===== src/rtl/dual_ram_pipe.sv =====
// Simple dual-port synchronous RAM with byte enables,
// 1/2-cycle read latency and a zero-sweep init engine.
module dual_ram_pipe #(
   parameter int DATA_WIDTH = 8,
   parameter int DEPTH      = 256,
   parameter int ADDR_WIDTH = 8,
   parameter int RD_LATENCY = 1,
   parameter int RDW_MODE   = 0,
   parameter int NUM_BYTES  = DATA_WIDTH / 8
) (
   input  logic                  clk,
   input  logic                  rst,
   input  logic                  clear,
   input  logic                  we,
   input  logic [NUM_BYTES-1:0]  wr_be,
   input  logic [ADDR_WIDTH-1:0] wr_addr,
   input  logic [DATA_WIDTH-1:0] data_in,
   input  logic                  re,
   input  logic [ADDR_WIDTH-1:0] rd_addr,
   output logic [DATA_WIDTH-1:0] data_out,
   output logic                  rd_valid,
   output logic                  init_busy
);

   typedef enum logic {INIT, RUN} state_e;

   localparam logic [ADDR_WIDTH:0] DEPTH_W =
      (ADDR_WIDTH + 1)'(DEPTH);
   localparam logic [ADDR_WIDTH-1:0] LAST =
      ADDR_WIDTH'(DEPTH - 1);
   localparam bit LAT2 = (RD_LATENCY == 2);
   localparam bit WR_FIRST = (RDW_MODE == 1);

   logic [DATA_WIDTH-1:0] mem [DEPTH];

   state_e                state_q, state_d;
   logic [ADDR_WIDTH-1:0] ptr_q, ptr_d;
   logic                  init_busy_q, init_busy_d;
   logic [DATA_WIDTH-1:0] s1_q, s1_d;
   logic                  s1_v_q, s1_v_d;
   logic [DATA_WIDTH-1:0] data_out_q, data_out_d;
   logic                  rd_valid_q, rd_valid_d;

   logic                  run;
   logic                  wr_ok;
   logic                  rd_go;
   logic                  rd_in;
   logic                  collide;
   logic [DATA_WIDTH-1:0] merged;
   logic [DATA_WIDTH-1:0] rd_word;
   logic                  mem_we;
   logic [ADDR_WIDTH-1:0] mem_waddr;
   logic [DATA_WIDTH-1:0] mem_wdata;
   logic [NUM_BYTES-1:0]  mem_be;
   logic [DATA_WIDTH-1:0] src;
   logic                  src_v;

   assign run   = (state_q == RUN);
   assign wr_ok = run && we && ({1'b0, wr_addr} < DEPTH_W);
   assign rd_go = run && re;
   assign rd_in = ({1'b0, rd_addr} < DEPTH_W);

   // Array read path: bypass merged word on a write-first collision
   always_comb begin
      merged  = mem[wr_addr];
      for (int k = 0; k < NUM_BYTES; k++) begin
         if (wr_be[k]) merged[k*8 +: 8] = data_in[k*8 +: 8];
      end
      collide = WR_FIRST && wr_ok && (wr_addr == rd_addr);
      rd_word = '0;
      if (rd_in) rd_word = collide ? merged : mem[rd_addr];
   end

   // Write port mux: sweep writes zeros, RUN writes user bytes
   always_comb begin
      mem_we    = 1'b0;
      mem_waddr = wr_addr;
      mem_wdata = data_in;
      mem_be    = wr_be;
      if (!rst) begin
         if (!run) begin
            mem_we    = 1'b1;
            mem_waddr = ptr_q;
            mem_wdata = '0;
            mem_be    = '1;
         end else begin
            mem_we = wr_ok;
         end
      end
   end

   // Byte-granular array write
   always_ff @(posedge clk) begin
      for (int k = 0; k < NUM_BYTES; k++) begin
         if (mem_we && mem_be[k])
            mem[mem_waddr][k*8 +: 8] <= mem_wdata[k*8 +: 8];
      end
   end

   // Sweep FSM next state; clear restarts the sweep from 0
   always_comb begin
      state_d = state_q;
      ptr_d   = ptr_q;
      unique case (state_q)
         INIT: begin
            ptr_d = ptr_q + 1'b1;
            if (ptr_q == LAST) begin
               state_d = RUN;
               ptr_d   = '0;
            end
         end
         RUN: begin
            if (clear) begin
               state_d = INIT;
               ptr_d   = '0;
            end
         end
         default: state_d = INIT;
      endcase
      init_busy_d = (state_d == INIT);
   end

   // Read pipeline: optional array-output stage, then data_out
   always_comb begin
      s1_d       = rd_go ? rd_word : s1_q;
      s1_v_d     = rd_go;
      src        = LAT2 ? s1_q : rd_word;
      src_v      = LAT2 ? s1_v_q : rd_go;
      data_out_d = src_v ? src : data_out_q;
      rd_valid_d = src_v;
   end

   // State registers; rst discards in-flight reads
   always_ff @(posedge clk) begin
      if (rst) begin
         state_q     <= INIT;
         ptr_q       <= '0;
         init_busy_q <= 1'b1;
         s1_q        <= '0;
         s1_v_q      <= 1'b0;
         data_out_q  <= '0;
         rd_valid_q  <= 1'b0;
      end else begin
         state_q     <= state_d;
         ptr_q       <= ptr_d;
         init_busy_q <= init_busy_d;
         s1_q        <= s1_d;
         s1_v_q      <= s1_v_d;
         data_out_q  <= data_out_d;
         rd_valid_q  <= rd_valid_d;
      end
   end

   assign data_out  = data_out_q;
   assign rd_valid  = rd_valid_q;
   assign init_busy = init_busy_q;

endmodule


===== config.mk =====
export PLATFORM = sky130hd
export DESIGN_NAME = dual_ram_pipe
export DESIGN_NICKNAME = d
export VERILOG_FILES = /design/src/rtl/dual_ram_pipe.sv
export SDC_FILE = /design/constraint.sdc
export NUM_CORES = 2
export LEC_CHECK = 0
export ABC_AREA = 0
export ABC_CLOCK_PERIOD_IN_PS = 6100
export CAP_MARGIN = 20
export CORE_ASPECT_RATIO = 0.9
export CORE_MARGIN = 8
export CORE_UTILIZATION = 41
export DETAILED_ROUTE_END_ITERATION = 7
export HOLD_SLACK_MARGIN = 0.1
export PLACE_DENSITY_LB_ADDON = 0.15
export SYNTH_ARGS = -nofsm -noshare
export SYNTH_HDL_FRONTEND = slang
export SYNTH_SLANG_ARGS = --single-unit

===== constraint.sdc =====
create_clock -name clk -period 6.1 [get_ports clk]
set_clock_uncertainty 0.15 [all_clocks]
set_input_delay 0.915 -clock clk [delete_from_list [all_inputs] [get_ports clk]]
set_output_delay 0.915 -clock clk [all_outputs]
set_load 0.005 [all_outputs]

# Word-level counts from Yosys, hierarchy flattened
# Memory sizes are Yosys's and may differ from the RTL's. A register that Yosys moved wholly into a read port is not among the register bits.
# Index checks and enable logic that the tools add are counted.
[word_totals]
reg_bits = 11
ram_bits = 2048
in_bits = 30
out_inout_bits = 10
elab_cells = 29
mem_count = 1
[classes]
addsub = 1
eq_ne = 2
mux = 16
n_bitwise = 2
n_reduce_logical = 3
[memory_table]
columns = ["name", "words", "word_bits", "read_ports", "rd_ports_with_merged_regs", "wr", "line_no", "text"]
rows = [
  ["mem", 256, 8, 1, 1, 1, "34", "logic [DATA_WIDTH-1:0] mem [DEPTH];"],
]
[ops]
columns = ["operator", "n"]
rows = [
  ["$mux 8", 6],
  ["$pmux 8 s2", 1],
  ["$add 8x1->8 const B", 1],
  ["$eq 8x8->1 const B", 1],
  ["$mux 1", 8],
  ["$logic_and 1x1->1", 3],
  ["$ne 2x2->1 const B", 1],
  ["$not 1->1", 2],
  ["$pmux 1 s2", 1],
]

# Logic depth before layout (Yosys ltp)
[depth]
depth_word = 6
depth_mapped = 13
ltp_nobuf = 8

# Worst setup path before layout
# OpenSTA, ideal clock, no wires.
[synth_path]
kind = "input to register"
from = "input port rst"
to = "memory mem[0][0] (data pin)"
arrival_ps = 4921
required_ps = 5081
setup_slack_ps = 160
cell_stages = 5
cell_sequence = "clkbuf_1 -> or2_2 -> clkbuf_1 -> clkbuf_1 -> and2_1"
[synth_via]
elab_chain_cells = 1
[synth_lines]
columns = ["element", "line_no", "text"]
rows = [
  ["start, declared", "12", "input logic rst,"],
  ["$mux 8", "80", "if (!rst) begin"],
  ["via mem_wdata[0]", "53", "logic [DATA_WIDTH-1:0] mem_wdata;"],
  ["end, declared", "34", ""],
]
# The timed path passes the listed nets, and every way through them passes these cells.

==> impl_metrics.tcl <==
set metrics [dict create \
    fin_nets 4173 \
    syn_inst 3979 \
    max_cap_viol_count 0 \
    drive_above_1_share_pct 20.0 \
    gr-usage-met1_pct 31.8 \
    crit_required_ns 6.63 \
    worst_slack_ns 1.65 \
    synth_area_leaders "edfxtp_1 (76%), mux4_2 (11%), mux2i_1 (2.6%)" \
    grt_pass1_wl_um 322000 \
    hold_class "flip-flop to flip-flop" \
    grtUsageMet2_pct 31.6 \
    worst_pin_slew_ns 1.24 \
    yosysWarnings 0 \
    crit_end "data_out[7]$_SDFFE_PP0P_" \
    crit_fanout 40 \
    h-tree-depth 4 \
    clk_pin_slew_worst_paths_ns 0.07 \
    cts_tree "done" \
    track_usage_pct 21.2 \
    totalWireLength_um 230000 \
    hold_viol_final 0 \
    slew_violations 0 \
    drtIter0Drc 4839 \
    period_minus_slack_ns 4.45 \
    ys_seq_area_share_pct 76.5 \
    syn-num-nets 4010 \
    place_congestion 0.887 \
    p_leak_nw 28.7 \
    period_share_pct 73.0 \
    rsz0062_at_grt "no" \
    synthTopCellsByCount "edfxtp_1 (2048), mux4_2 (387), nor2_1 (316)" \
    post-cts-setup-buffers 0 \
    end_kind "flip-flop" \
    ant_nets 0 \
    synthToLayoutAreaGrowth_pct 12.5 \
    num_rows 154 \
    cp-start-kind "input pin" \
    powerDensity_nw_per_um2 323 \
    setup_viol 0 \
    outcome "finished clean" \
    dp_hpwl_um 145000 \
    root_buffer "clkbuf_16" \
    initial_core_util_pct 41.3 \
    ys_seq_elements 2067 \
    fmax_ghz 0.225 \
    holdBufCountCts 0 \
    p_total_mw 29.5 \
    ys.flop_type "edfxtp_1" \
    fillCellCount 16300 \
    arrival_ns 4.98 \
    port_buffers 39 \
    top_usage_layer "met1" \
    r2r_cells 4 \
    grt_pass1_vias 40500 \
    synthArstFlopShare_pct 0 \
    vias_per_cell 5.96 \
    synth_top_area_cell "edfxtp_1" \
    yosysMostFrequentCell "edfxtp_1" \
    synth_top_cell_area_share_pct 76.0 \
    grt_use_met3_pct 4.27 \
    wl_per_cell_um 33.5 \
    yosysUniqueCellTypes 66 \
    r2r_start "run$_SDFF_PP0_" \
    clock_sinks 2067 \
    design.die.area_um2 212000 \
    core_area_um2 196000 \
    grt_max_degree 145 \
    fp.dieH_um 437 \
    overflow 0 \
    vias 41000 \
    antenna_found_initial 4 \
    max_slew_margin_pct 16.7 \
    drc 0 \
    syn_area_per_cell_um2 20.3 \
    dp_slack_ns 0.870 \
    setup.worst_path.class "input pin to flip-flop" \
    vdd_drop_max_v 0.000253 \
    chipWidth_um 484 \
    startpoint "rd_addr[0]" \
    cts_inserted_buffers 206 \
    syn_area_um2 80900 \
    clock_latency_ns 0.84 \
    pin_count 40 \
    cts_resized 0 \
    cts_buffer_depth 3 \
    r2r-end "mem[64][1]$_DFFE_PP_" \
    synth_edf_count 2048 \
    first_pass_iters 7 \
    reg2reg_slack_ns 1.98 \
]
-- layout make-up --
cell class	instances	area, um2	share of cell area (%)
Sequential cell	2067	61900	68.0
Multi-Input combinational cell	1671	17500	19.3
Clock buffer	264	5370	5.90
Tap cell	2574	3220	3.54
Timing Repair Buffer	192	1950	2.14
Clock inverter	107	1080	1.19
Inverter	4	17.5	0.0192
Antenna cell	2	5.00	0.00550
-- power breakdown --
group / internal (mW) / leakage, nW / switching [mW]
Combinational: 0.479 / 6.68 / 1.03
Sequential: 15.6 / 18.9 / 0.00678
Clock: 6.91 / 3.15 / 5.41
-- registers in the layout (all words and copies together), names as in the netlist --
name       cells
init_busy      1
data_out       8
rd_valid       1
mem         2048
run            1
ptr_q          8
-- layout by cell type (no fill, tap or decap), types with 56 or more instances in the layout --
| cell | netlist | final |
|---|---|---|
| buf_4 | 11 | 118 |
| o22ai_1 | 59 | 59 |
| nand2_1 | 120 | 119 |
| mux4_2 | 387 | 387 |
| nand3_1 | 56 | 56 |
| mux2i_1 | 213 | 213 |
| a21oi_1 | 57 | 57 |
| nor2_1 | 316 | 313 |
| clkbuf_16 | 0 | 206 |
| a22oi_1 | 79 | 79 |
| edfxtp_1 | 2048 | 2048 |
| clkbuf_1 | 93 | 58 |
-- metrics by stage --
step	hold WS, ns	std cells	util [%]	TNS, ns	cell area [um2]
6_report	0.405	6881	46.5	0	91100
3_3_place_gp	0.414	6501	43.1	-0.603	84500
3_5_place_dp	0.423	6508	43.2	0	84600
4_1_cts	0.433	6879	46.5	0	91000
2_1_floorplan	0.300	3979	-	0	80900
5_1_grt	0.443	6879	46.5	0	91000
-- metal layers --
metal	part of all wire (%)	up-vias
met5	0.048	-
met4	3.1	2
met3	7.6	350
met2	44	1707
met1	45	22100
li1	-	16900
-- cell families after synthesis --
logic type | after synthesis | synth area share (%)
compound gates | 407 | 3.55
fa+ha+maj | 1 | 0.0155
buf+inv | 241 | 1.96
flops | 2067 | 76.5
mux | 643 | 14.6
simple gates | 620 | 3.38
-- how the worst min path moves through the flow --
stage,startpoint,endpoint,slack (ns),depth (start not counted)
after global placement,data_out[6]$_SDFFE_PP0P_,data_out[6]$_SDFFE_PP0P_,0.41,2
after detailed placement,data_out[0]$_SDFFE_PP0P_,data_out[0]$_SDFFE_PP0P_,0.42,1
final,data_out[0]$_SDFFE_PP0P_,data_out[0]$_SDFFE_PP0P_,0.41,1
after CTS,data_out[6]$_SDFFE_PP0P_,data_out[6]$_SDFFE_PP0P_,0.43,2
after global routing,data_out[6]$_SDFFE_PP0P_,data_out[6]$_SDFFE_PP0P_,0.44,2
after floorplan,data_out[5]$_SDFFE_PP0P_,data_out[5]$_SDFFE_PP0P_,0.30,2
-- critical path, stage by stage --
cell and delay (ns):
buf_8 0.43, buf_12 0.34, buf_12 0.23, buf_4 0.33, mux4_2 0.59, a311o_1 0.38, a311oi_1 0.79, a31oi_1 0.37
a32oi_1 0.34, o31ai_1 0.12
Note: power is estimated with default switching activity, not from simulation.
